### src/rtl/uart_cmd_master_if.sv
// Command, UART byte-stream and response signals of the UART command master.
// The master modport is the command master's own view; slave is the environment side.
interface uart_cmd_master_if #(
  parameter int unsigned DATA_WIDTH = 8,
  parameter int unsigned TIMEOUT_W  = 16
);
  logic                    cmd_vld;
  logic                    cmd_rdy;
  logic [1:0]              cmd_type;
  logic [3:0]              cmd_addr;
  logic [DATA_WIDTH-1:0]   cmd_data;
  logic [DATA_WIDTH-1:0]   cmd_opa;
  logic [DATA_WIDTH-1:0]   cmd_opb;
  logic [3:0]              cmd_fun;
  logic [DATA_WIDTH-1:0]   tx_data;
  logic                    tx_vld;
  logic                    tx_busy;
  logic [DATA_WIDTH-1:0]   rx_data;
  logic                    rx_vld;
  logic [TIMEOUT_W-1:0]    timeout;
  logic [2*DATA_WIDTH-1:0] rsp_data;
  logic                    rsp_vld;
  logic                    rsp_err;

  modport master (
    input  cmd_vld, cmd_type, cmd_addr, cmd_data, cmd_opa, cmd_opb, cmd_fun,
    input  tx_busy, rx_data, rx_vld, timeout,
    output cmd_rdy, tx_data, tx_vld, rsp_data, rsp_vld, rsp_err
  );

  modport slave (
    output cmd_vld, cmd_type, cmd_addr, cmd_data, cmd_opa, cmd_opb, cmd_fun,
    output tx_busy, rx_data, rx_vld, timeout,
    input  cmd_rdy, tx_data, tx_vld, rsp_data, rsp_vld, rsp_err
  );
endinterface

### src/rtl/uart_cmd_master.sv
// Host-side UART command initiator: serializes one command into a frame,
// one byte in flight at a time, then assembles the response with a timeout.
module uart_cmd_master #(
  parameter int unsigned DATA_WIDTH = 8,
  parameter int unsigned TIMEOUT_W  = 16
) (
  input  logic              clk,
  input  logic              rst_n,
  uart_cmd_master_if.master ifc
);
  localparam int unsigned RSP_W = 2 * DATA_WIDTH;
  localparam logic [1:0] CMD_WR      = 2'b00;
  localparam logic [1:0] CMD_RD      = 2'b01;
  localparam logic [1:0] CMD_ALU     = 2'b10;
  localparam logic [1:0] CMD_ALU_NOP = 2'b11;

  typedef enum logic [2:0] {
    S_IDLE, S_SEND, S_WAIT_HI, S_WAIT_LO, S_RSP
  } state_e;

  state_e                state_q;
  logic [1:0]            idx_q;
  logic [1:0]            type_q;
  logic [3:0]            addr_q;
  logic [3:0]            fun_q;
  logic [DATA_WIDTH-1:0] data_q;
  logic [DATA_WIDTH-1:0] opa_q;
  logic [DATA_WIDTH-1:0] opb_q;
  logic [DATA_WIDTH-1:0] lo_q;
  logic [TIMEOUT_W-1:0]  cnt_q;
  logic                  cmd_rdy_q;
  logic [DATA_WIDTH-1:0] tx_data_q;
  logic                  tx_vld_q;
  logic [RSP_W-1:0]      rsp_data_q;
  logic                  rsp_vld_q;
  logic                  rsp_err_q;

  // Frame byte at position idx for a given command.
  function automatic logic [DATA_WIDTH-1:0] frame_byte(
    input logic [1:0]            typ,
    input logic [1:0]            idx,
    input logic [3:0]            addr,
    input logic [DATA_WIDTH-1:0] data,
    input logic [DATA_WIDTH-1:0] opa,
    input logic [DATA_WIDTH-1:0] opb,
    input logic [3:0]            fun
  );
    logic [DATA_WIDTH-1:0] b;
    b = '0;
    case (typ)
      CMD_WR: begin
        case (idx)
          2'd0:    b = DATA_WIDTH'(8'hAA);
          2'd1:    b = DATA_WIDTH'(addr);
          default: b = data;
        endcase
      end
      CMD_RD:      b = (idx == 2'd0) ? DATA_WIDTH'(8'hBB) : DATA_WIDTH'(addr);
      CMD_ALU: begin
        case (idx)
          2'd0:    b = DATA_WIDTH'(8'hCC);
          2'd1:    b = opa;
          2'd2:    b = opb;
          default: b = DATA_WIDTH'(fun);
        endcase
      end
      default:     b = (idx == 2'd0) ? DATA_WIDTH'(8'hDD) : DATA_WIDTH'(fun);
    endcase
    return b;
  endfunction

  logic [1:0]            last_tx_c;
  logic [1:0]            last_rx_c;
  logic [1:0]            idx_inc_c;
  logic [TIMEOUT_W-1:0]  cnt_inc_c;
  logic                  timeout_hit_c;
  logic [DATA_WIDTH-1:0] next_byte_c;

  // Last TX byte index and last RX byte index of the captured command.
  always_comb begin
    last_tx_c = 2'd1;
    last_rx_c = 2'd1;
    case (type_q)
      CMD_WR:  last_tx_c = 2'd2;
      CMD_RD:  last_rx_c = 2'd0;
      CMD_ALU: last_tx_c = 2'd3;
      default: ;
    endcase
  end

  assign idx_inc_c     = idx_q + 2'd1;
  assign cnt_inc_c     = cnt_q + TIMEOUT_W'(1);
  assign timeout_hit_c = (ifc.timeout != '0) && (cnt_inc_c == ifc.timeout);
  assign next_byte_c   = frame_byte(type_q, idx_inc_c, addr_q, data_q, opa_q, opb_q, fun_q);

  always_ff @(posedge clk or negedge rst_n) begin
    if (!rst_n) begin
      state_q    <= S_IDLE;
      idx_q      <= '0;
      type_q     <= '0;
      addr_q     <= '0;
      fun_q      <= '0;
      data_q     <= '0;
      opa_q      <= '0;
      opb_q      <= '0;
      lo_q       <= '0;
      cnt_q      <= '0;
      cmd_rdy_q  <= 1'b1;
      tx_data_q  <= '0;
      tx_vld_q   <= 1'b0;
      rsp_data_q <= '0;
      rsp_vld_q  <= 1'b0;
      rsp_err_q  <= 1'b0;
    end else begin
      tx_vld_q  <= 1'b0;
      rsp_vld_q <= 1'b0;
      rsp_err_q <= 1'b0;
      case (state_q)
        S_IDLE: begin
          if (ifc.cmd_vld) begin
            type_q    <= ifc.cmd_type;
            addr_q    <= ifc.cmd_addr;
            data_q    <= ifc.cmd_data;
            opa_q     <= ifc.cmd_opa;
            opb_q     <= ifc.cmd_opb;
            fun_q     <= ifc.cmd_fun;
            idx_q     <= '0;
            tx_data_q <= frame_byte(ifc.cmd_type, 2'd0, ifc.cmd_addr, ifc.cmd_data,
                                    ifc.cmd_opa, ifc.cmd_opb, ifc.cmd_fun);
            tx_vld_q  <= 1'b1;
            cmd_rdy_q <= 1'b0;
            state_q   <= S_SEND;
          end
        end
        S_SEND: begin
          cnt_q   <= '0;
          state_q <= S_WAIT_HI;
        end
        S_WAIT_HI: begin
          if (ifc.tx_busy) begin
            state_q <= S_WAIT_LO;
          end else if (timeout_hit_c) begin
            rsp_err_q <= 1'b1;
            cmd_rdy_q <= 1'b1;
            state_q   <= S_IDLE;
          end else begin
            cnt_q <= cnt_inc_c;
          end
        end
        S_WAIT_LO: begin
          if (!ifc.tx_busy) begin
            if (idx_q != last_tx_c) begin
              idx_q     <= idx_inc_c;
              tx_data_q <= next_byte_c;
              tx_vld_q  <= 1'b1;
              state_q   <= S_SEND;
            end else if (type_q != CMD_WR) begin
              idx_q   <= '0;
              cnt_q   <= '0;
              state_q <= S_RSP;
            end else begin
              rsp_data_q <= '0;
              rsp_vld_q  <= 1'b1;
              cmd_rdy_q  <= 1'b1;
              state_q    <= S_IDLE;
            end
          end
        end
        S_RSP: begin
          if (ifc.rx_vld) begin
            cnt_q <= '0;
            if (idx_q == last_rx_c) begin
              rsp_data_q <= (type_q == CMD_RD) ? RSP_W'(ifc.rx_data) : {ifc.rx_data, lo_q};
              rsp_vld_q  <= 1'b1;
              cmd_rdy_q  <= 1'b1;
              state_q    <= S_IDLE;
            end else begin
              lo_q  <= ifc.rx_data;
              idx_q <= idx_inc_c;
            end
          end else if (timeout_hit_c) begin
            rsp_err_q <= 1'b1;
            cmd_rdy_q <= 1'b1;
            state_q   <= S_IDLE;
          end else begin
            cnt_q <= cnt_inc_c;
          end
        end
        default: begin
          cmd_rdy_q <= 1'b1;
          state_q   <= S_IDLE;
        end
      endcase
    end
  end

  assign ifc.cmd_rdy  = cmd_rdy_q;
  assign ifc.tx_data  = tx_data_q;
  assign ifc.tx_vld   = tx_vld_q;
  assign ifc.rsp_data = rsp_data_q;
  assign ifc.rsp_vld  = rsp_vld_q;
  assign ifc.rsp_err  = rsp_err_q;

endmodule

### src/flat_wrapper.sv
// flat-port wrapper written by rule: the top's interface ports become plain ports
module uart_cmd_master_flat 
#(
  parameter int unsigned DATA_WIDTH = 8,
  parameter int unsigned TIMEOUT_W  = 16
)
  (clk, rst_n, ifc_cmd_vld, ifc_cmd_type, ifc_cmd_addr, ifc_cmd_data, ifc_cmd_opa, ifc_cmd_opb, ifc_cmd_fun, ifc_tx_busy, ifc_rx_data, ifc_rx_vld, ifc_timeout, ifc_cmd_rdy, ifc_tx_data, ifc_tx_vld, ifc_rsp_data, ifc_rsp_vld, ifc_rsp_err);
  uart_cmd_master_if #(.DATA_WIDTH(DATA_WIDTH), .TIMEOUT_W(TIMEOUT_W)) ifc_i ();
  input  logic clk;
  input  logic rst_n;
  input wire logic [$bits(ifc_i.cmd_vld)-1:0] ifc_cmd_vld;
  input wire logic [$bits(ifc_i.cmd_type)-1:0] ifc_cmd_type;
  input wire logic [$bits(ifc_i.cmd_addr)-1:0] ifc_cmd_addr;
  input wire logic [$bits(ifc_i.cmd_data)-1:0] ifc_cmd_data;
  input wire logic [$bits(ifc_i.cmd_opa)-1:0] ifc_cmd_opa;
  input wire logic [$bits(ifc_i.cmd_opb)-1:0] ifc_cmd_opb;
  input wire logic [$bits(ifc_i.cmd_fun)-1:0] ifc_cmd_fun;
  input wire logic [$bits(ifc_i.tx_busy)-1:0] ifc_tx_busy;
  input wire logic [$bits(ifc_i.rx_data)-1:0] ifc_rx_data;
  input wire logic [$bits(ifc_i.rx_vld)-1:0] ifc_rx_vld;
  input wire logic [$bits(ifc_i.timeout)-1:0] ifc_timeout;
  output wire logic [$bits(ifc_i.cmd_rdy)-1:0] ifc_cmd_rdy;
  output wire logic [$bits(ifc_i.tx_data)-1:0] ifc_tx_data;
  output wire logic [$bits(ifc_i.tx_vld)-1:0] ifc_tx_vld;
  output wire logic [$bits(ifc_i.rsp_data)-1:0] ifc_rsp_data;
  output wire logic [$bits(ifc_i.rsp_vld)-1:0] ifc_rsp_vld;
  output wire logic [$bits(ifc_i.rsp_err)-1:0] ifc_rsp_err;
  assign ifc_i.cmd_vld = ifc_cmd_vld;
  assign ifc_i.cmd_type = ifc_cmd_type;
  assign ifc_i.cmd_addr = ifc_cmd_addr;
  assign ifc_i.cmd_data = ifc_cmd_data;
  assign ifc_i.cmd_opa = ifc_cmd_opa;
  assign ifc_i.cmd_opb = ifc_cmd_opb;
  assign ifc_i.cmd_fun = ifc_cmd_fun;
  assign ifc_i.tx_busy = ifc_tx_busy;
  assign ifc_i.rx_data = ifc_rx_data;
  assign ifc_i.rx_vld = ifc_rx_vld;
  assign ifc_i.timeout = ifc_timeout;
  assign ifc_cmd_rdy = ifc_i.cmd_rdy;
  assign ifc_tx_data = ifc_i.tx_data;
  assign ifc_tx_vld = ifc_i.tx_vld;
  assign ifc_rsp_data = ifc_i.rsp_data;
  assign ifc_rsp_vld = ifc_i.rsp_vld;
  assign ifc_rsp_err = ifc_i.rsp_err;
  uart_cmd_master #(.DATA_WIDTH(DATA_WIDTH), .TIMEOUT_W(TIMEOUT_W)) u_core (.clk(clk), .rst_n(rst_n), .ifc(ifc_i));
endmodule
### config.mk
export PLATFORM = sky130hd
export DESIGN_NAME = uart_cmd_master_flat
export DESIGN_NICKNAME = d
export VERILOG_FILES = /design/src/rtl/uart_cmd_master_if.sv /design/src/rtl/uart_cmd_master.sv /design/src/flat_wrapper.sv
export SDC_FILE = /design/constraint.sdc
export NUM_CORES = 1
export LEC_CHECK = 0
export BUFFER_PORTS_ARGS = -buffer_cell sky130_fd_sc_hd__clkbuf_2
export CAP_MARGIN = 20
export CORE_UTILIZATION = 61
export CTS_CLUSTER_DIAMETER = 150
export CTS_CLUSTER_SIZE = 16
export DETAILED_ROUTE_END_ITERATION = 6
export GPL_TIMING_DRIVEN = 1
export HOLD_SLACK_MARGIN = 0.1
export PLACE_DENSITY = 0.88
export SLEW_MARGIN = 10
export SYNTH_ARGS = -nofsm -noshare
export SYNTH_HDL_FRONTEND = slang
export SYNTH_SLANG_ARGS = --single-unit
### constraint.sdc
create_clock -name clk -period 9.04 [get_ports clk]
set_clock_uncertainty 0.2 [all_clocks]
set_input_delay 1.356 -clock clk [delete_from_list [all_inputs] [get_ports clk]]
set_output_delay 1.356 -clock clk [all_outputs]
set_load 0.01 [all_outputs]
======== Word level (Yosys, flattened, before mapping) ========
Cells that the tools add are included.
cells by class
  bitwise operators ....................... 2
  add/sub/neg operators ................... 2
  muxes and demuxes ....................... 65
  equal/unequal tests ..................... 25
  order comparisons ....................... 0
  multipliers ............................. 0
  div/mod/pow operators ................... 0
  shift-type cells ........................ 0
  reduce and logical (&&, ||, !) cells .... 19
operators with widths
  cell                                            count
  2-to-1 mux 16 bit                               12
  case mux 16 bit (4 select lines)                1
  case mux 8 bit (3 select lines)                 2
  2-to-1 mux 8 bit                                5
  case mux 16 bit (2 select lines)                1
  case mux 8 bit (2 select lines)                 2
  2-to-1 mux 3 bit                                8
  case mux 7 bit (3 select lines)                 1
  2-to-1 mux 1 bit                                20
  adder 16 x 1 -> 16 bit (second input constant)  1
  == test 16 bit                                  1
  nonzero test 16 bit                             1
  case mux 3 bit (5 select lines)                 1
  != test 2 bit (second input constant)           7
  2-to-1 mux 2 bit                                6
  AND reduction 6 bit                             2
  AND reduction 7 bit                             1
  == test 2 x 1 -> 1 bit (second input constant)  3
  == test 2 bit (second input constant)           3
  == test 3 x 2 -> 1 bit (second input constant)  2
  zero test 2 bit                                 3
  != test 2 x 1 -> 1 bit (second input constant)  3
  case mux 1 bit (2 select lines)                 3
  case mux 2 bit (3 select lines)                 1
  19 further kinds                                23
word-level totals
  memory bits (read-only) ................. 0
  word-level logic and storage cells ...... 129
  flip-flop bits (word level) ............. 91
  memories ................................ 0
  output and inout bits ................... 28
  memory bits (writable) .................. 0
  bits in latches ......................... 0

======== Longest topological paths before layout ========
Gate-level depths: netlist (run 1).
  depth after elaboration ................. 7
  gate-level depth with buffers ........... 10
  depth with buffers taken out ............ 8

======== Worst setup path after synthesis (run 1) ========
No wires, ideal clock.
  path type ............................... input-to-reg
  start ................................... in ifc_timeout[6]
  end ..................................... reg u_core.cnt_q[1]
  buffers on the path ..................... 1
  library setup time ...................... 127 ps
  cell stages on the path ................. 8
  path slack .............................. 5701 ps
  required time ........................... 8713 ps
  arrival time ............................ 3012 ps
  cells stage by stage .................... xnor2_1 > or4_1 > a21oi_1 > o2111ai_1 > a2111oi_4 > or2_1 > buf_6 > o211ai_2
between the ends
  longest elaborated chain between the ends .. 5
  elaborated cells on any way between the ends .. 7
  those cells by class .................... eq/ne (1); mux (4); reduce/logical (2)
ends and longest elaborated chain
  element                                                line                    source
  start, declared                                        flat_wrapper.sv:21      input wire logic [$bits(ifc_i.timeout)-1:0] ifc_timeout;
  == test 16 bit or nonzero test 16 bit (tied branches)  uart_cmd_master.sv:93   assign timeout_hit_c = (ifc.timeout != '0) && (cnt_inc_c == ifc.timeout);
  logical AND 1 bit *                                    uart_cmd_master.sv:93
  2-to-1 mux 16 bit *                                    --
  2-to-1 mux 16 bit (on tied branches)                   --
  case mux 16 bit (4 select lines) *                     --
  end signal, assigned                                   uart_cmd_master.sv:147  cnt_q <= cnt_inc_c;
  end signal, assigned                                   uart_cmd_master.sv:186  cnt_q <= cnt_inc_c;
  end, declared                                          uart_cmd_master.sv:30   logic [TIMEOUT_W-1:0] cnt_q;
Every way passes the cells marked *; elsewhere a longest branch is shown, timed or not. The select of a mux whose other input is x is not followed.
A chain may end at the register's enable or synchronous reset.

======== Worst setup path in the final report (run 1) ========
  start ................................... reg u_core.cnt_q[9]
  end ..................................... reg u_core.cnt_q[1]
between the ends
  longest elaborated chain between the ends .. 6
  elaborated cells on any way between the ends .. 7
  those cells by class .................... add/sub (1); eq/ne (1); mux (4); reduce/logical (1)
ends and longest elaborated chain
  element                               line                   source
  adder 16 x 1 -> 16 bit *              uart_cmd_master.sv:92  assign cnt_inc_c = cnt_q + TIMEOUT_W'(1);
  == test 16 bit *                      uart_cmd_master.sv:93
  logical AND 1 bit *                   uart_cmd_master.sv:93
  2-to-1 mux 16 bit *                   --
  2-to-1 mux 16 bit (on tied branches)  --
  case mux 16 bit (4 select lines) *    --
Marks and branches as above.

==> results.txt, run 1 <==
----------------------------------------------------
[Final layout]
  Layout-stage area growth over the synthesis result ... 12.4%
  Commonest non-fill, non-tap cell in the layout ... sky130_fd_sc_hd__dfrtp_1
  Final net count ... 674
  Commonest cells after routing, fill and taps aside ... sky130_fd_sc_hd__dfrtp_1 (90), sky130_fd_sc_hd__clkbuf_2 (89), sky130_fd_sc_hd__nand2_1 (71)
  Share of post-route cells with drive strength above 1 ... 28.6%
  Layout fillers ... 631
  Number of antenna repair diodes ... 0
  Non-filler cells, final ... 716
  Storage cell area ... 0.00228 sq mm
  Multi-input gate area ... 0.00278 sq mm
  Finished layout cell area ... 0.00593 sq mm

[Placement]
  Setup slack after placement ... 5.05 ns
  Area of placed instances ... 0.00571 sq mm
  Number of input and output port buffers inserted ... 90
  Gp weighted congestion ... 0.896
  Post-DP HPWL ... 8.96 mm
  Placed insts ... 698

[Setup path]
  Type of the setup path with the least slack ... flip-flop to flip-flop
  Reg2reg setup slack ... 5.30 ns
  Element type at the critical path start ... flip-flop
  Required time at the endpoint of the critical path ... 9.08 ns
  Worst EP arrival ... 3.78 ns
  Endpoint class of the critical path ... flip-flop
  Largest fanout on the critical path ... 25

[Global route]
  Maximum number of pins on one net before global-route repair ... 92
  Number of global-route vias before repair ... 4201
  Initial antenna violation count ... 0
  GR Util All Layers ... 29.8%
  Overflow left after global routing ... 0
  Global-route wire length before repair ... 20.7 mm

[Route]
  First drt pass iteration count ... 5
  Via/cell ratio ... 6.28
  Sum of routed wire length over all layers ... 12.6 mm
  Detailed-route via count ... 4498
  Final routed DRC violation total ... 0
  Iteration-0 DRC Markers ... 456
  Post-route ant nets ... 0
  Routed len/inst ... 17.7 um

[Timing]
  Final Worst Setup Slack ... 5.30 ns
  Final worst path period share ... 41.4%
  Worst slew margin ... 36.3%
  Count of final max-slew check failures ... 0
  Final critical-path required period ... 3.74 ns
  Setup violations, final ... 0
  Worst Max-Slew Pin Slew ... 0.951 ns
  Total negative slack ... 0 ns
  Final hold violation count ... 0
  Setup repair after global routing missed its margin ... no
  Maximum clock rate ... 267 MHz

[Die]
  Total die area ... 0.00903 sq mm
  Initial cell density of the core ... 63.6%
  Width of the die ... 95.0 um
  Die Height ... 95.0 um
  # rows ... 33
  Placeable core area ... 0.00830 sq mm
  Number of ports placed on the die boundary ... 91

[Clock tree]
  CTS clk-pin slew, worst paths ... 0.09 ns
  CTS-repair resized insts ... 0
  Number of hold-repair buffers added at the cts stage ... 0
  Clock latency on the worst-skew pair ... 0.37 ns
  CTS Root Buffer Type ... sky130_fd_sc_hd__clkbuf_8
  Sink count of the clock tree ... 91
  Clock tree from TritonCTS ... yes
  Buffers inserted by post-CTS timing repair ... 0
  Buffer levels on the longest clock path ... 2
  TritonCTS buffer count ... 9
  CTS H-tree depth ... 3

[Worst hold path]
  Hold Path Class ... flip-flop to flip-flop

[Synthesis]
  Most used DFF post-synth ... sky130_fd_sc_hd__dfrtp_1
  Avg Cell Area, Syn ... 9.80 sq um
  Number of warning messages in the yosys log ... 0
  Post-Synth Simple-Gate Area ... 17.6%
  XOR/XNOR Fraction of Synth Area ... 3.15%
  Fraction of registers with async set/reset ... 100%
  Share of synthesized area occupied by flip-flops and latches ... 43.2%
  Multiplexer area fraction after synthesis ... 10.5%
  Number of distinct standard cells referenced by the synthesized netlist ... 69
  Largest family of logic cells by synthesized area ... compound AO/OA/AOI/OAI gates
  Post-Synth Adder-Cell Area ... 1.18%
  Compound-gate portion of the synthesized area ... 19.9%
  Cells taking the most area after synthesis ... sky130_fd_sc_hd__dfrtp_1 (43%), sky130_fd_sc_hd__mux2_2 (8.7%), sky130_fd_sc_hd__nand2_1 (5.0%)
  Number of flops mapped to enable cells by yosys ... 0
  Synth area leader ... sky130_fd_sc_hd__dfrtp_1
  Synth Instances ... 539
  Synthesis-stage register bit count ... 91
  Proportion of netlist area held by the largest area contributor ... 42.7%
  Post-Synthesis Net Count ... 607
  Synthesized area ... 0.00528 sq mm

[Power]
  Net switching power of the design ... 635 uW
  Clock network fraction of design power ... 18.1%
  Power share of the sequential group ... 41.6%
  Worst IR Drop VDD ... 0.000129 V
  Proportion of power drawn by combinational gates ... 40.3%
  Power per cell area ... 266 mW/mm^2
  Total power after layout ... 1.58 mW
  Sw Share ... 40.2%
  Cell internal power dissipation ... 943 uW
  Leakage power of the design ... 2.60 nW

[Outcome]
  Outcome ... complete, no violations

[Job]
  # Max-Cap Violations ... 0

----------------------------------------------------
[logic make-up after synthesis]
| group | count (synthesis) |
|---|---|
| compound gates | 143 |
| xor+xnor | 19 |
| fa+ha+maj | 5 |
| buf+inv | 53 |
| flops | 91 |
| mux | 50 |
| simple gates | 178 |
[stage by stage]
stage	utilization (%)	hold WS, ns
after floorplan	-	0.279
after global placement	68.9	0.261
after detailed placement	68.9	0.268
after CTS	71.3	0.289
after global routing	71.5	0.311
final	71.5	0.280
[path summary, 6_finish.rpt]
| path | from | end | depth (start not counted) |
|---|---|---|---|
| min in group asynchronous | rst_n | u_core.fun_q[3] | 1 |
| max reg2reg | u_core.cnt_q[9] | u_core.cnt_q[1] | 8 |
| max | u_core.cnt_q[9] | u_core.cnt_q[1] | 8 |
| min | u_core.ifc.rsp_data[14] | u_core.ifc.rsp_data[14] | 2 |
| min reg2reg | u_core.ifc.rsp_data[14] | u_core.ifc.rsp_data[14] | 2 |
| max in group asynchronous | rst_n | u_core.data_q[7] | 1 |
[flip-flops by register name, summed over array words and instances, names as in the netlist, 4 cells and up]
signal,flops
u_core.cnt_q,16
u_core.ifc.rsp_data,16
u_core.data_q,8
u_core.ifc.tx_data,8
u_core.lo_q,8
u_core.opa_q,8
u_core.opb_q,8
u_core.addr_q,4
u_core.fun_q,4
[synth_stat cells (all sizes together), types with 4 or more instances]
master	count
a21oi	21
a221oi	5
a22oi	4
a31oi	15
and2	4
buf	12
clkbuf	27
dfrtp	90
ha	5
inv	14
mux2	42
mux2i	8
nand2	71
nand2b	5
nand3	8
nand3b	5
nand4	7
nor2	25
nor2b	4
nor3	12
nor4	8
o211ai	7
o21ai	35
o2bb2ai	10
o31ai	21
or3	11
or4	5
xnor2	16
[power groups by stage]
stage / logic [mW] / clock network [mW] / registers, mW
floorplan: 0.506 / 0 / 0.603
global placement: 0.591 / 0 / 0.649
detailed placement: 0.618 / 0 / 0.660
CTS: 0.621 / 0.287 / 0.653
global route: 0.707 / 0.306 / 0.674
finish: 0.636 / 0.286 / 0.657
[critical path, stage by stage, from the launching register on]
cell and delay (ns):
sky130_fd_sc_hd__dfrtp_1 0.62, sky130_fd_sc_hd__nand4_1 0.40, sky130_fd_sc_hd__or4_4 0.62, sky130_fd_sc_hd__xnor2_1 0.27, sky130_fd_sc_hd__o2111ai_1 0.21, sky130_fd_sc_hd__a2111oi_4 0.31, sky130_fd_sc_hd__buf_4 0.32, sky130_fd_sc_hd__or2_1 0.53
sky130_fd_sc_hd__o211ai_2 0.11
[area by class of cell]
| class | instances | share of cell area [%] |
|---|---|---|
| Tap cell | 105 | 2.21 |
| Sequential cell | 91 | 38.4 |
| Inverter | 14 | 0.886 |
| Clock buffer | 11 | 2.38 |
| Multi-Input combinational cell | 395 | 46.8 |
| Timing Repair Buffer | 95 | 8.33 |
| Clock inverter | 5 | 1.01 |
[per-layer routing]
metal	track usage, %	part of all wire (%)	up-vias
met5	0	0	-
met4	10.5	1.9	0
met2	45.2	46	193
met3	3.99	7.0	27
met1	43.8	45	2157
li1	-	-	2121
(Power assumes the default switching activity.)
==> run 2, diff against run 1 <==
--- a/config.mk
+++ b/config.mk
@@ -7,13 +7,13 @@
 export LEC_CHECK = 0
 export BUFFER_PORTS_ARGS = -buffer_cell sky130_fd_sc_hd__clkbuf_2
 export CAP_MARGIN = 20
-export CORE_UTILIZATION = 61
+export CORE_UTILIZATION = 51
 export CTS_CLUSTER_DIAMETER = 150
 export CTS_CLUSTER_SIZE = 16
 export DETAILED_ROUTE_END_ITERATION = 6
 export GPL_TIMING_DRIVEN = 1
 export HOLD_SLACK_MARGIN = 0.1
-export PLACE_DENSITY = 0.88
+export PLACE_DENSITY = 0.78
 export SLEW_MARGIN = 10
 export SYNTH_ARGS = -nofsm -noshare
 export SYNTH_HDL_FRONTEND = slang
==> constraint.sdc (replaced) <==
create_clock -name clk -period 3.4 [get_ports clk]
set_clock_uncertainty 0.2 [all_clocks]
set_input_delay 0.51 -clock clk [delete_from_list [all_inputs] [get_ports clk]]
set_output_delay 0.51 -clock clk [all_outputs]
set_load 0.01 [all_outputs]
==> results.txt, run 2 (same netlist as run 1, synthesis figures left out) <==
----------------------------------------------------
[Timing]
  Setup violations, final ... 0 (unchanged)
  Final worst path period share ... 94.7% (+53 points)
  Count of final max-slew check failures ... 0 (unchanged)
  Final Worst Setup Slack ... 0.179 ns (-5.12 ns)
  Maximum clock rate ... 310 MHz (+16%)
  Setup repair after global routing missed its margin ... no
  Total negative slack ... 0 ns (unchanged)
  Worst Max-Slew Pin Slew ... 0.742 ns (-0.208 ns)
  Final hold violation count ... 0 (unchanged)
  Final critical-path required period ... 3.22 ns (-0.524 ns)
  Worst slew margin ... 50.5% (+14 points)

[Final layout]
  Commonest cells after routing, fill and taps aside ... sky130_fd_sc_hd__dfrtp_1 (90), sky130_fd_sc_hd__clkbuf_2 (89), sky130_fd_sc_hd__nand2_1 (71)
  Commonest non-fill, non-tap cell in the layout ... sky130_fd_sc_hd__dfrtp_1
  Number of antenna repair diodes ... 0 (unchanged)
  Final core utilization ... 61.5% (-10 points)
  Non-filler cells, final ... 758 (+5.9%)
  Finished layout cell area ... 0.00609 sq mm (+2.7%)
  Share of post-route cells with drive strength above 1 ... 30.1% (+1.4 points)
  Layout-stage area growth over the synthesis result ... 15.4%
  Final net count ... 688 (+2.1%)

[Die]
  Die Height ... 104 um (+9.2%)
  Number of ports placed on the die boundary ... 91 (unchanged)
  Placeable core area ... 0.00991 sq mm (+19%)
  # rows ... 36 (+9.1%)
  Total die area ... 0.0108 sq mm (+19%)
  Width of the die ... 104 um (+9.2%)
  Initial cell density of the core ... 53.3% (-10 points)

[Clock tree]
  TritonCTS buffer count ... 9 (unchanged)
  Clock latency on the worst-skew pair ... 0.37 ns (about the same)
  CTS H-tree depth ... 3 (unchanged)
  Sink count of the clock tree ... 91 (unchanged)
  CTS clk-pin slew, worst paths ... 0.09 ns (about the same)
  Buffer levels on the longest clock path ... 2 (unchanged)
  Clock tree from TritonCTS ... yes
  CTS Root Buffer Type ... sky130_fd_sc_hd__clkbuf_8

[Placement]
  Post-DP HPWL ... 9.28 mm (+3.6%)
  Gp weighted congestion ... 0.901 (+0.51%)
  Area of placed instances ... 0.00585 sq mm (+2.5%)
  Number of input and output port buffers inserted ... 90 (unchanged)
  Placed insts ... 740 (+6.0%)
  Setup slack after placement ... 0.210 ns (-4.84 ns)

[Route]
  Routed len/inst ... 16.9 um (-4.5%)
  First drt pass iteration count ... 5 (unchanged)
  Via/cell ratio ... 6.03 (-4.0%)
  Sum of routed wire length over all layers ... 12.8 mm (+1.1%)
  Detailed-route via count ... 4572 (+1.6%)
  Final routed DRC violation total ... 0 (unchanged)
  Iteration-0 DRC Markers ... 326 (-29%)
  Post-route ant nets ... 0 (unchanged)

[Global route]
  Overflow left after global routing ... 0 (unchanged)
  Global-route wire length before repair ... 21.5 mm (+3.6%)
  GR Util All Layers ... 24.7% (-5.1 points)
  Initial antenna violation count ... 0 (unchanged)
  Maximum number of pins on one net before global-route repair ... 37 (-60%)
  Number of global-route vias before repair ... 4461 (+6.2%)

[Outcome]
  Outcome ... complete, no violations

[Setup path]
  Largest fanout on the critical path ... 10 (-60%)
  Type of the setup path with the least slack ... flip-flop to flip-flop
  Worst EP arrival ... 3.26 ns (-0.52 ns)
  Endpoint class of the critical path ... flip-flop
  Element type at the critical path start ... flip-flop
  Required time at the endpoint of the critical path ... 3.44 ns (-5.64 ns)

[Power]
  Worst IR Drop VDD ... 0.000300 V (+130%)
  Leakage power of the design ... 2.67 nW (+2.7%)
  Power per cell area ... 703 mW/mm^2 (+160%)

[Worst hold path]
  Hold Path Class ... input pin to flip-flop

[Job]
  # Max-Cap Violations ... 0 (unchanged)

----------------------------------------------------
==> run 2: routing by layer <==
| layer | wire (um) | GRT usage, % | up-vias |
|---|---|---|---|
| met5 | 0 | 0 | - |
| met4 | 177 | 8.98 | 0 |
| met3 | 904 | 5.03 | 16 |
| met2 | 6030 | 39.0 | 190 |
| met1 | 5670 | 33.7 | 2227 |
| li1 | - | - | 2139 |
==> run 2: where the power goes <==
part	leakage (nW)	internal, mW	switching, mW	total, mW
Sequential	1.16	1.41	0.302	1.71
Combinational	1.40	0.774	0.992	1.77
Clock	0.103	0.415	0.388	0.803
==> run 2: repair_timing <==
action,CTS,global route
endpoints found under the hold margin,34,0
resized for setup,0,1
hold buffers,1,0
setup buffers,0,0
setup endpoints to repair,0,1
==> run 2: through the flow <==
stage	power [mW]	hold slack, ns
3_3_place_gp	3.38	0.262
2_1_floorplan	2.95	0.0144
5_1_grt	4.57	0.161
3_5_place_dp	3.46	0.270
4_1_cts	4.28	0.153
6_report	4.28	0.166
==> run 2: path summary, 6_finish.rpt <==
kind                                   startpoint                      to  slack (ns)  depth (start not counted)
min reg2reg                u_core.ifc.rsp_data[6]  u_core.ifc.rsp_data[6]        0.29                          2
max                               u_core.cnt_q[0]        u_core.cnt_q[12]        0.18                          9
max reg2reg                       u_core.cnt_q[0]        u_core.cnt_q[12]        0.18                          9
min in group asynchronous                   rst_n  u_core.ifc.rsp_data[5]        0.43                          2
min                                ifc_cmd_opb[7]         u_core.opb_q[7]        0.17                          2
max in group asynchronous                   rst_n      u_core.ifc.cmd_rdy        1.81                          3
==> run 2: layout make-up <==
cell class / instances / area [sq um]
Fill cell: 857 / 3820
Multi-Input combinational cell: 395 / 2780
Sequential cell: 91 / 2280
Timing Repair Buffer: 109 / 602
Tap cell: 133 / 166
Clock buffer: 10 / 128
Clock inverter: 6 / 88.8
Inverter: 14 / 52.6
==> run 2: worst max-delay path, stage by stage, from the launching register on <==
cell,delay (ns)
sky130_fd_sc_hd__dfrtp_1,0.47
sky130_fd_sc_hd__ha_1,0.30
sky130_fd_sc_hd__nand3_1,0.30
sky130_fd_sc_hd__or4_1,0.60
sky130_fd_sc_hd__a21oi_1,0.19
sky130_fd_sc_hd__o2111ai_1,0.20
sky130_fd_sc_hd__a2111oi_4,0.34
sky130_fd_sc_hd__or2_1,0.18
sky130_fd_sc_hd__buf_4,0.23
sky130_fd_sc_hd__o41ai_1,0.09
==> run 3, diff against run 2 <==
--- a/config.mk
+++ b/config.mk
@@ -7,13 +7,13 @@
 export LEC_CHECK = 0
 export BUFFER_PORTS_ARGS = -buffer_cell sky130_fd_sc_hd__clkbuf_2
 export CAP_MARGIN = 20
-export CORE_UTILIZATION = 51
+export CORE_UTILIZATION = 57
 export CTS_CLUSTER_DIAMETER = 150
 export CTS_CLUSTER_SIZE = 16
 export DETAILED_ROUTE_END_ITERATION = 6
 export GPL_TIMING_DRIVEN = 1
 export HOLD_SLACK_MARGIN = 0.1
-export PLACE_DENSITY = 0.78
+export PLACE_DENSITY = 0.83
 export SLEW_MARGIN = 10
 export SYNTH_ARGS = -nofsm -noshare
 export SYNTH_HDL_FRONTEND = slang
==> constraint.sdc (replaced) <==
create_clock -name clk -period 3.3 [get_ports clk]
set_clock_uncertainty 0.2 [all_clocks]
set_input_delay 0.495 -clock clk [delete_from_list [all_inputs] [get_ports clk]]
set_output_delay 0.495 -clock clk [all_outputs]
set_load 0.01 [all_outputs]
==> results.txt, run 3 (same netlist as run 1, synthesis figures left out) <==
----------------------------------------------------
[Power]
  Cell internal power dissipation ... 2.64 mW (+1.4%)
  Sw Share ... 40.1% (+0.88 points)
  Net switching power of the design ... 1.77 mW (+5.2%)
  Power per cell area ... 724 mW/mm^2 (+3.1%)
  Leakage power of the design ... 2.68 nW (+0.65%)
  Proportion of power drawn by combinational gates ... 41.7% (+0.5 points)
  Worst IR Drop VDD ... 0.000325 V (+8.7%)
  Clock network fraction of design power ... 18.2% (-0.6 points)
  Power share of the sequential group ... 40.2% (+0.2 points)

[Setup path]
  Highest-delay cell along the critical path ... sky130_fd_sc_hd__or4_1
  Largest fanout on the critical path ... 8 (-2)
  Peak per-stage delay on the critical path ... 0.57 ns (-0.03 ns)
  Worst EP arrival ... 3.13 ns (-0.13 ns)
  Crit path cell chain ... ha_1, nand3_2, or4_1, a21oi_1, o2111ai_1, a2111oi_4, buf_4, a2bb2oi_2, o21ai_1
  Element type at the critical path start ... flip-flop
  Critical Path Stages ... 9 (unchanged)
  Category of cells accounting for the largest share of critical-path delay ... compound AO/OA/AOI/OAI gates
  Crit path buffers/inverters ... 1 (unchanged)
  Type of the setup path with the least slack ... flip-flop to flip-flop
  Endpoint class of the critical path ... flip-flop
  Required time at the endpoint of the critical path ... 3.35 ns (-0.09 ns)
  Number of cells traversed by the worst register-to-register path ... 9 (unchanged)

[Die]
  # rows ... 34 (-5.6%)
  Die Height ... 98.2 um (-5.3%)
  Placeable core area ... 0.00885 sq mm (-11%)
  Width of the die ... 98.2 um (-5.3%)
  Total die area ... 0.00965 sq mm (-10%)
  Initial cell density of the core ... 59.7% (+6.4 points)
  Number of ports placed on the die boundary ... 91 (unchanged)

[Global route]
  Maximum number of pins on one net before global-route repair ... 68 (+84%)
  Overflow left after global routing ... 0 (unchanged)
  Initial antenna violation count ... 0 (unchanged)
  Number of global-route vias before repair ... 4457 (-0.090%)
  Global-route wire length before repair ... 21.7 mm (+1.3%)
  GR Util All Layers ... 28.1% (+3.4 points)

[Worst hold path]
  Number of cells on the worst hold path ... 3 (+1)
  Hold Path Class ... input pin to flip-flop

[Final layout]
  Final net count ... 691 (+0.44%)
  Commonest non-fill, non-tap cell in the layout ... sky130_fd_sc_hd__dfrtp_1
  Commonest cells after routing, fill and taps aside ... sky130_fd_sc_hd__dfrtp_1 (90), sky130_fd_sc_hd__clkbuf_2 (89), sky130_fd_sc_hd__nand2_1 (71)
  Layout-stage area growth over the synthesis result ... 15.2%
  Finished layout cell area ... 0.00608 sq mm (-0.18%)
  Number of antenna repair diodes ... 0 (unchanged)
  Share of post-route cells with drive strength above 1 ... 30.7% (+0.65 points)
  Non-filler cells, final ... 736 (-2.9%)
  Final core utilization ... 68.7% (+7.2 points)

[Route]
  Routed len/inst ... 17.2 um (+1.9%)
  Sum of routed wire length over all layers ... 12.6 mm (-1.0%)
  Iteration-0 DRC Markers ... 395 (+21%)
  Detailed-route via count ... 4630 (+1.3%)
  First drt pass iteration count ... 7 (+2)
  Via/cell ratio ... 6.29 (+4.3%)
  Post-route ant nets ... 0 (unchanged)
  Final routed DRC violation total ... 13 (+13)

[Timing]
  Worst hold-check slack ... 0.139 ns (-0.0264 ns)
  Maximum clock rate ... 325 MHz (+4.7%)
  Final hold violation count ... 0 (unchanged)
  Total negative slack ... 0 ns (unchanged)
  Worst slew margin ... 44.9% (-5.6 points)
  Setup violations, final ... 0 (unchanged)
  Count of final max-slew check failures ... 0 (unchanged)
  Setup repair after global routing missed its margin ... no
  Final worst path period share ... 93.2% (-1.5 points)
  Worst Max-Slew Pin Slew ... 0.827 ns (+0.0843 ns)
  Final critical-path required period ... 3.08 ns (-0.145 ns)

[Placement]
  Post-DP HPWL ... 9.08 mm (-2.1%)
  Area of placed instances ... 0.00585 sq mm (about the same)
  Number of input and output port buffers inserted ... 90 (unchanged)
  Gp weighted congestion ... 0.919 (+2.0%)
  Placed insts ... 719 (-2.8%)

[Outcome]
  Violations in the final reports ... DRC
  Outcome ... complete, but fails checks

[Clock tree]
  Buffer levels on the longest clock path ... 2 (unchanged)
  CTS Root Buffer Type ... sky130_fd_sc_hd__clkbuf_8
  CTS H-tree depth ... 3 (unchanged)
  TritonCTS buffer count ... 9 (unchanged)
  Clock latency on the worst-skew pair ... 0.36 ns (about the same)
  Clock tree from TritonCTS ... yes
  Sink count of the clock tree ... 91 (unchanged)
  CTS clk-pin slew, worst paths ... 0.09 ns (about the same)
  Buffers inserted by post-CTS timing repair ... 0 (unchanged)

[Job]
  # Max-Cap Violations ... 0 (unchanged)

----------------------------------------------------
-- run 3: cell type report --
cell class / instances / area, sq um
inverters: 14 / 52.6
repair buffers: 112 / 624
well taps: 108 / 135
clock buffers: 10 / 138
flip-flops and latches: 91 / 2280
fillers: 681 / 2770
clock inverters: 6 / 71.3
multi-input cells: 395 / 2780
-- run 3: worst paths after layout --
| path | start | endpoint | slack, ns |
|---|---|---|---|
| worst max register to register | u_core.cnt_q[0] | u_core.cnt_q[10] | 0.22 |
| max in group asynchronous | rst_n | u_core.idx_q[0] | 1.61 |
| worst max-delay path | u_core.cnt_q[0] | u_core.cnt_q[10] | 0.22 |
| worst min-delay path | ifc_cmd_fun[3] | u_core.fun_q[3] | 0.14 |
| min in group asynchronous | rst_n | u_core.ifc.tx_vld | 0.57 |
| worst min register to register | u_core.ifc.rsp_data[8] | u_core.ifc.rsp_data[8] | 0.28 |
-- run 3: routing by layer --
metal	GRT usage (%)	vias up	share of wire [%]
met5	0	-	0
met2	44.6	206	47
li1	-	2152	-
met1	40.0	2246	44
met4	9.41	0	1.9
met3	3.79	26	6.4
-- run 3: worst register-to-register path, cell delays in order (launching register included) --
cell and delay [ns]:
sky130_fd_sc_hd__dfrtp_1 0.45, sky130_fd_sc_hd__ha_1 0.29, sky130_fd_sc_hd__nand3_2 0.21, sky130_fd_sc_hd__or4_1 0.57, sky130_fd_sc_hd__a21oi_1 0.19, sky130_fd_sc_hd__o2111ai_1 0.22
sky130_fd_sc_hd__a2111oi_4 0.39, sky130_fd_sc_hd__buf_4 0.24, sky130_fd_sc_hd__a2bb2oi_2 0.14, sky130_fd_sc_hd__o21ai_1 0.07
-- run 3: power by group through the flow --
stage                     Sequential (mW)  Clock, mW  Combinational (mW)
after floorplan                      1.65          0                1.38
after global placement               1.75          0                1.74
after detailed placement             1.78          0                1.80
after CTS                            1.76      0.813                1.81
after global routing                 1.82      0.860                2.00
final                                1.77      0.800                1.84
-- run 3: through the flow --
stage	power (mW)	worst slack [ns]
floorplan	3.04	0.420
global placement	3.48	0.290
detailed placement	3.57	0.132
CTS	4.38	0.123
global route	4.68	0.0270
finish	4.41	0.224
-- run 3: repair_timing --
item / CTS / global route
endpoints found under the setup margin: 0 / 19
endpoints found under the hold margin: 64 / 0
hold buffers: 1 / 0
resized for setup: 0 / 2
